===== config.mk =====
export PLATFORM = sky130hd
export DESIGN_NAME = mpack_flat
export DESIGN_NICKNAME = d
export VERILOG_FILES = /design/src/rtl/mpack_pkg.sv /design/src/rtl/mpack_if.sv /design/src/rtl/mpack_frame_counter.sv /design/src/rtl/mpack.sv /design/src/flat_wrapper.sv
export SDC_FILE = /design/constraint.sdc
export NUM_CORES = 1
export LEC_CHECK = 0
export ABC_AREA = 1
export BUFFER_PORTS_ARGS = -buffer_cell sky130_fd_sc_hd__buf_2
export CORE_AREA = 2 2 73 58
export CTS_BUF_LIST = sky130_fd_sc_hd__clkbuf_4 sky130_fd_sc_hd__clkbuf_8 sky130_fd_sc_hd__clkbuf_16
export CTS_CLUSTER_DIAMETER = 200
export DETAILED_ROUTE_END_ITERATION = 8
export DIE_AREA = 0 0 75 60
export PLACE_DENSITY = 0.87
export SYNTH_ARGS = -nofsm -noshare
export SYNTH_HDL_FRONTEND = slang
export SYNTH_SLANG_ARGS = --single-unit
export TNS_END_PERCENT = 10

===== constraint.sdc =====
create_clock -name clk -period 1.9 [get_ports clk]
set_clock_uncertainty 0.1 [all_clocks]
set_input_delay 0.38 -clock clk [delete_from_list [all_inputs] [get_ports clk]]
set_output_delay 0.38 -clock clk [all_outputs]
set_load 0.02 [all_outputs]

===== src/rtl/mpack_pkg.sv =====
// mpack_pkg -- definitions shared by the fft output stages.
//   state_t : SYNC/STREAM encoding of the frame-alignment FSM
//   clog2   : ceiling log2, used to size frame counters
// Optional feature macro used by the block: MPACK_FRAME_MARK_EN
package mpack_pkg;

    typedef enum logic {
        SYNC   = 1'b0,   // waiting for a sample flagged in_first
        STREAM = 1'b1    // locked to the frame, counting samples
    } state_t;

    function automatic int clog2(input int v);
        int r;
        r = 0;
        for (int i = 0; i < 31; i++) begin
            if ((1 << i) < v) r = i + 1;
        end
        return r;
    endfunction

endpackage


===== src/rtl/mpack_if.sv =====
// mpack_if -- FFT output / metadata store / paired output bundle.
//   master : the FFT + metadata store side (drives in_*, sees out_*)
//   slave  : mpack itself
// With MPACK_FRAME_MARK_EN defined, out_first/out_last are added.
interface mpack_if #(
    parameter int WIDTH  = 32,
    parameter int MWIDTH = 1
);
    logic              in_nd;
    logic              in_first;
    logic [WIDTH-1:0]  in_data;
    logic [MWIDTH-1:0] in_m;
    logic              out_read;
    logic              out_nd;
    logic [WIDTH-1:0]  out_data;
    logic [MWIDTH-1:0] out_m;
    logic              error;
`ifdef MPACK_FRAME_MARK_EN
    logic              out_first;
    logic              out_last;

    modport master (
        output in_nd, in_first, in_data, in_m,
        input  out_read, out_nd, out_data, out_m, error, out_first, out_last
    );
    modport slave (
        input  in_nd, in_first, in_data, in_m,
        output out_read, out_nd, out_data, out_m, error, out_first, out_last
    );
`else
    modport master (
        output in_nd, in_first, in_data, in_m,
        input  out_read, out_nd, out_data, out_m, error
    );
    modport slave (
        input  in_nd, in_first, in_data, in_m,
        output out_read, out_nd, out_data, out_m, error
    );
`endif
endinterface


===== src/rtl/mpack_frame_counter.sv =====
// frame_counter -- modulo-N sample counter for fft frame tracking.
//   clk, rst : clock, asynchronous active-high reset
//   inc      : advance count by one (wraps N-1 -> 0)
//   restart  : current sample is index 0, so count becomes 1 (wins over inc)
//   count    : index of the next expected sample, clog2(N) bits
//   wrap     : combinational, inc while count == N-1
module frame_counter
    import mpack_pkg::*;
#(
    parameter int N = 8
) (
    input  logic                clk,
    input  logic                rst,
    input  logic                inc,
    input  logic                restart,
    output logic [clog2(N)-1:0] count,
    output logic                wrap
);
    localparam int CW = clog2(N);

    logic [CW-1:0] r_count;

    assign count = r_count;
    assign wrap  = inc && (r_count == CW'(N - 1));

    always_ff @(posedge clk or posedge rst) begin
        if (rst)          r_count <= '0;
        else if (restart) r_count <= CW'(1);
        else if (inc)     r_count <= wrap ? '0 : r_count + CW'(1);
    end
endmodule


===== src/rtl/mpack.sv =====
// mpack -- pairs each FFT output sample with its metadata-store entry,
// checks frame alignment and flags framing errors.
//   clk, rst : clock, asynchronous active-high reset
//   bus      : mpack_if.slave
//     in_nd/in_data/in_first : FFT output sample stream
//     in_m / out_read        : metadata store entry and its read strobe
//     out_nd/out_data/out_m  : registered paired output, 1-cycle latency
//     error                  : sticky framing error
//     out_first/out_last     : frame marks, only with MPACK_FRAME_MARK_EN
// Parameters: N (power of two, >= 2), WIDTH, MWIDTH.
module mpack
    import mpack_pkg::*;
#(
    parameter int N      = 8,
    parameter int WIDTH  = 32,
    parameter int MWIDTH = 1
) (
    input  logic  clk,
    input  logic  rst,
    mpack_if.slave bus
);
    localparam int CW = clog2(N);

    state_t            r_state, w_nxt;
    logic [CW-1:0]     w_count;
    logic              w_accept, w_restart, w_inc, w_err_set, w_is_first;
    logic [MWIDTH-1:0] r_m_hold;
    logic              r_out_nd, r_error;
    logic [WIDTH-1:0]  r_out_data;
    logic [MWIDTH-1:0] r_out_m;

    // The store advances on every FFT sample, accepted or dropped.
    assign bus.out_read = bus.in_nd;
    assign bus.out_nd   = r_out_nd;
    assign bus.out_data = r_out_data;
    assign bus.out_m    = r_out_m;
    assign bus.error    = r_error;

`ifdef MPACK_FRAME_MARK_EN
    logic w_wrap, r_out_first, r_out_last;
    assign bus.out_first = r_out_first;
    assign bus.out_last  = r_out_last;
`endif

    frame_counter #(.N(N)) u_cnt (
        .clk     (clk),
        .rst     (rst),
        .inc     (w_inc),
        .restart (w_restart),
        .count   (w_count),
`ifdef MPACK_FRAME_MARK_EN
        .wrap    (w_wrap)
`else
        .wrap    ()
`endif
    );

    always_ff @(posedge clk or posedge rst) begin
        if (rst) r_state <= SYNC;
        else     r_state <= w_nxt;
    end

    always_comb begin
        w_nxt      = r_state;
        w_accept   = 1'b0;
        w_restart  = 1'b0;
        w_inc      = 1'b0;
        w_err_set  = 1'b0;
        w_is_first = 1'b0;
        if (bus.in_nd) begin
            unique case (r_state)
                SYNC: begin
                    if (bus.in_first) begin
                        w_accept   = 1'b1;
                        w_restart  = 1'b1;
                        w_is_first = 1'b1;
                        w_nxt      = STREAM;
                    end else begin
                        w_err_set  = 1'b1;
                    end
                end
                STREAM: begin
                    if (bus.in_first) begin
                        // A new frame always resynchronises; it is only an
                        // error if the previous frame was cut short.
                        w_accept   = 1'b1;
                        w_restart  = 1'b1;
                        w_is_first = 1'b1;
                        w_err_set  = (w_count != '0);
                    end else if (w_count == '0) begin
                        // Frame boundary without in_first: lost alignment.
                        w_err_set  = 1'b1;
                        w_nxt      = SYNC;
                    end else begin
                        w_accept   = 1'b1;
                        w_inc      = 1'b1;
                    end
                end
                default: w_nxt = SYNC;
            endcase
        end
    end

    // m_hold tracks the store's current entry every cycle; the store presents
    // the entry for the next sample by the cycle before that sample arrives.
    always_ff @(posedge clk or posedge rst) begin
        if (rst) begin
            r_m_hold   <= '0;
            r_out_nd   <= 1'b0;
            r_out_data <= '0;
            r_out_m    <= '0;
            r_error    <= 1'b0;
        end else begin
            r_m_hold <= bus.in_m;
            r_out_nd <= w_accept;
            if (w_accept) begin
                r_out_data <= bus.in_data;
                r_out_m    <= r_m_hold;
            end
            if (w_err_set) r_error <= 1'b1;
        end
    end

`ifdef MPACK_FRAME_MARK_EN
    // Index 0 is only reachable through in_first; index N-1 only through a
    // counter wrap, so the marks fall straight out of the FSM/counter.
    always_ff @(posedge clk or posedge rst) begin
        if (rst) begin
            r_out_first <= 1'b0;
            r_out_last  <= 1'b0;
        end else if (w_accept) begin
            r_out_first <= w_is_first;
            r_out_last  <= w_wrap;
        end
    end
`endif
endmodule


===== src/flat_wrapper.sv =====
// flat-port wrapper written by rule: the top's interface ports become plain ports
module mpack_flat import mpack_pkg::*;
#(
    parameter int N      = 8,
    parameter int WIDTH  = 32,
    parameter int MWIDTH = 1
)
  (clk, rst, bus_in_nd, bus_in_first, bus_in_data, bus_in_m, bus_out_read, bus_out_nd, bus_out_data, bus_out_m, bus_error);
  mpack_if #(.WIDTH(WIDTH), .MWIDTH(MWIDTH)) bus_i ();
  input  logic clk;
  input  logic rst;
  input wire logic [$bits(bus_i.in_nd)-1:0] bus_in_nd;
  input wire logic [$bits(bus_i.in_first)-1:0] bus_in_first;
  input wire logic [$bits(bus_i.in_data)-1:0] bus_in_data;
  input wire logic [$bits(bus_i.in_m)-1:0] bus_in_m;
  output wire logic [$bits(bus_i.out_read)-1:0] bus_out_read;
  output wire logic [$bits(bus_i.out_nd)-1:0] bus_out_nd;
  output wire logic [$bits(bus_i.out_data)-1:0] bus_out_data;
  output wire logic [$bits(bus_i.out_m)-1:0] bus_out_m;
  output wire logic [$bits(bus_i.error)-1:0] bus_error;
  assign bus_i.in_nd = bus_in_nd;
  assign bus_i.in_first = bus_in_first;
  assign bus_i.in_data = bus_in_data;
  assign bus_i.in_m = bus_in_m;
  assign bus_out_read = bus_i.out_read;
  assign bus_out_nd = bus_i.out_nd;
  assign bus_out_data = bus_i.out_data;
  assign bus_out_m = bus_i.out_m;
  assign bus_error = bus_i.error;
  mpack #(.N(N), .WIDTH(WIDTH), .MWIDTH(MWIDTH)) u_core (.clk(clk), .rst(rst), .bus(bus_i));
endmodule

==> qor.csv <==
stage,metric,value,unit
cts,cts_num_sinks,40,
cts,cts_tree,yes,
sta,hold_slack,0.112,ns
worst_setup_path,cpPeakStageDelay,0.40,ns
yosys,syn_avg_cell_area,9.22,µm²
global_routing,grt-ovfl-total,0,
sta,hold_viol,0,
worst_setup_path,end_kind,flop,
sta,timing.setup.tns,0,ns
routing,viasPerCell,4.75,
yosys,yosysTopAreaCellShare,58.1,%
routing,drt_iter0_drc,86,
worst_setup_path,crit_path_start_kind,flop,
yosys,ys.flop_type,dfrtp_1,
cts,clkTransAtPathRegs,0.07,ns
floorplan,die_area,0.00450,mm²
yosys,synth_area,0.00172,mm²
sta,finalCritPeriodShare,92.1,%
cts,insertion_delay,0.28,ns
hold_path,holdPathEnd,u_core.r_m_hold,
placement,gp_congestion,0.786,
yosys,synth_common_cells,"nand2_1 (74), dfrtp_1 (40), nand3_1 (36)",
sta,setup_viol,0,
floorplan,die_x,75,µm
worst_setup_path,crit_top_cell,inv_1,
hold_path,hold_path.class,primary input to flop,
floorplan,core_area,0.00383,mm²
yosys,synth_cell_type_count,16,
floorplan,core.rowCount,20,
worst_setup_path,crit_buf_inv,4,
cts,cts_setup_buffers,0,
hold_path,hold_depth,1,
floorplan,die_h,60,µm
cts,clockRootBuffer,clkbuf_8,
cells_and_area,synthToLayoutAreaGrowth,28.3,%
global_routing,grt_max_degree,35,
outcome,status,finished clean,
routing,drt_wl_total,3770,µm
global_routing,grt_pass1_wl,6000,µm
placement,placed_cells,308,
floorplan,ios,73,
yosys,synth_edf_count,0,
flow_run,drv_cap,0,
sta,rsz0062_at_grt,false,
placement,dp_hpwl,2660,µm
yosys,synth_most_common_cell,nand2_1,
cells_and_area,nets,303,
worst_setup_path,crit_type,flop to flop,
cells_and_area,nFillCells,353,
yosys,synth.top_cells.by_area,"dfrtp_1 (58%), nand2_1 (16%), nand3_1 (10%)",
sta,slew_viol_final,0,
global_routing,grt_usage,18.1,%
cts,ctsHtreeMaxLevel,2,
placement,dpl_worst_slack,0.119,ns
yosys,seq_area_frac_synth,58.1,%
cts,cts_made_buffers,5,
yosys,ys_warn_count,0,
sta,setup_slack,0.150,ns
routing,firstDrtPassIters,4,
yosys,ys_seq_elements,40,
yosys,synth_largest_area_cell,dfrtp_1,
pwr,irDropWorstVdd,801,µV
hold_path,hp-start,bus_in_m,
cts,clock_path_buffers,2,
sta,tightestPinTransition,0.414,ns
pwr,power_density,1500,mW/mm²
cells_and_area,n_antenna_cell,0,
routing,vias,1500,
placement,io_buffer_count,72,
worst_setup_path,worstRegToRegCells,10,
worst_setup_path,cp_top_family,buffers and inverters,
worst_setup_path,cp.arrival,1.82,ns
yosys,synthesis.nets,229,
routing,drcViolationCount,0,
routing,ant_nets,0,
global_routing,antenna_found_initial,0,
yosys,postSynth.asyncResetShare,100,%
sta,fmax,572,MHz
pwr,leakage,1.27,nW
yosys,syn_inst,187,
routing,wl_per_cell,11.9,µm
worst_setup_path,regToRegSetupSlack,0.15,ns
cells_and_area,drive_gt1_share,33.7,%
cells_and_area,stdcell_count,316,
worst_setup_path,worstPathCellList,inv_1 > ha_1 > inv_1 > nor2_1 > ha_1 > inv_1 > nand3_4 > buf_4 > nand3_1 > nand2_1,
worst_setup_path,critPathSlowestCell,dfrtp_1,
worst_setup_path,r2r-end,u_core.bus.out_data[29],
floorplan,initial_utilization,45.0,%
sta,finalCriticalPeriod,1.75,ns
worst_setup_path,critPathRequiredTime,1.97,ns
worst_setup_path,crit_path_max_fanout,14,
sta,slew_headroom,72.2,%
global_routing,grt_pass1_vias,1343,
worst_setup_path,r2r-start,u_core.u_cnt.count[1],
==> sequential cells by signal, summed over array words and instances, names as in the netlist <==
| signal | count |
|---|---|
| u_core.r_state | 1 |
| u_core.r_m_hold | 1 |
| u_core.bus.out_data | 32 |
| u_core.bus.error | 1 |
| u_core.bus.out_m | 1 |
| u_core.u_cnt.count | 3 |
| u_core.bus.out_nd | 1 |
==> kinds of logic (layout without fill, tap and decap cells) <==
logic type               Yosys count  in the layout  share of synthesized area [%]
flip-flops                        40             40                           58.1
buffers and inverters             21             95                           6.75
AO/OA/AOI/OAI                      4              4                           1.45
adder cells (fa/ha/maj)            5              5                           3.63
AND/OR/NAND/NOR                  117            117                           30.1
==> routing by layer <==
| metal | global-route usage [%] | wire length [µm] |
|---|---|---|
| met4 | 5.36 | 40 |
| met5 | 0 | 0 |
| met1 | 24.0 | 1670 |
| met2 | 28.4 | 1800 |
| met3 | 5.90 | 264 |
==> report_power, final <==
| part | switching, W | internal (W) |
|---|---|---|
| sequential | 0.000189 | 0.00119 |
| combinational | 0.000917 | 0.000489 |
| clock | 0.000268 | 0.000264 |
==> area by class of cell <==
type                       instances  area, µm²  area share, %
timing repair buffer              78        408           18.4
clock buffer                       6       76.3           3.45
clock inverter                     1       5.00          0.226
sequential                        40       1000           45.2
tap                               55       68.8           3.11
inverter                          10       37.5           1.70
multi-input combinational        126        616           27.8
==> cells in the final DEF, fill, tap and decap left out, types with 2 or more instances in the layout <==
cell,netlist,layout
inv_1,9,8
buf_4,2,5
ha_1,5,5
nand3_4,2,2
nor2_1,4,4
clkbuf_8,0,5
dfrtp_1,40,40
nand2_1,74,74
nand3_1,36,36
buf_2,6,72
==> worst max path at each step <==
| stage | startpoint | end | depth (start not counted) |
|---|---|---|---|
| final | u_core.u_cnt.count[1] | u_core.bus.out_data[29] | 10 |
| after CTS | u_core.u_cnt.count[0] | u_core.bus.out_data[26] | 10 |
| after global placement | u_core.u_cnt.count[0] | u_core.bus.out_data[10] | 10 |
| after detailed placement | u_core.u_cnt.count[0] | u_core.bus.out_data[5] | 10 |
| after global routing | u_core.u_cnt.count[0] | u_core.bus.out_data[20] | 10 |
| after floorplan | u_core.u_cnt.count[0] | u_core.bus.out_data[10] | 10 |
==> per-stage QoR <==
| stage | power [W] | instance area [µm²] | util (%) |
|---|---|---|---|
| 6_report | 0.00332 | 2210 | 57.8 |
| 5_1_grt | 0.00356 | 2210 | 57.8 |
| 4_1_cts | 0.00335 | 2200 | 57.5 |
| 3_5_place_dp | 0.00280 | 2110 | 55.2 |
| 3_3_place_gp | 0.00276 | 2110 | 55.2 |
| 2_1_floorplan | 0.00233 | 1720 | - |
==> timing repair <==
action,in CTS,in global routing
endpoints found under the hold margin,10,0
setup endpoints to repair,0,29
hold buffers,1,0
gates resized for setup,0,1
No activity file was read; power rests on OpenSTA's default activity.
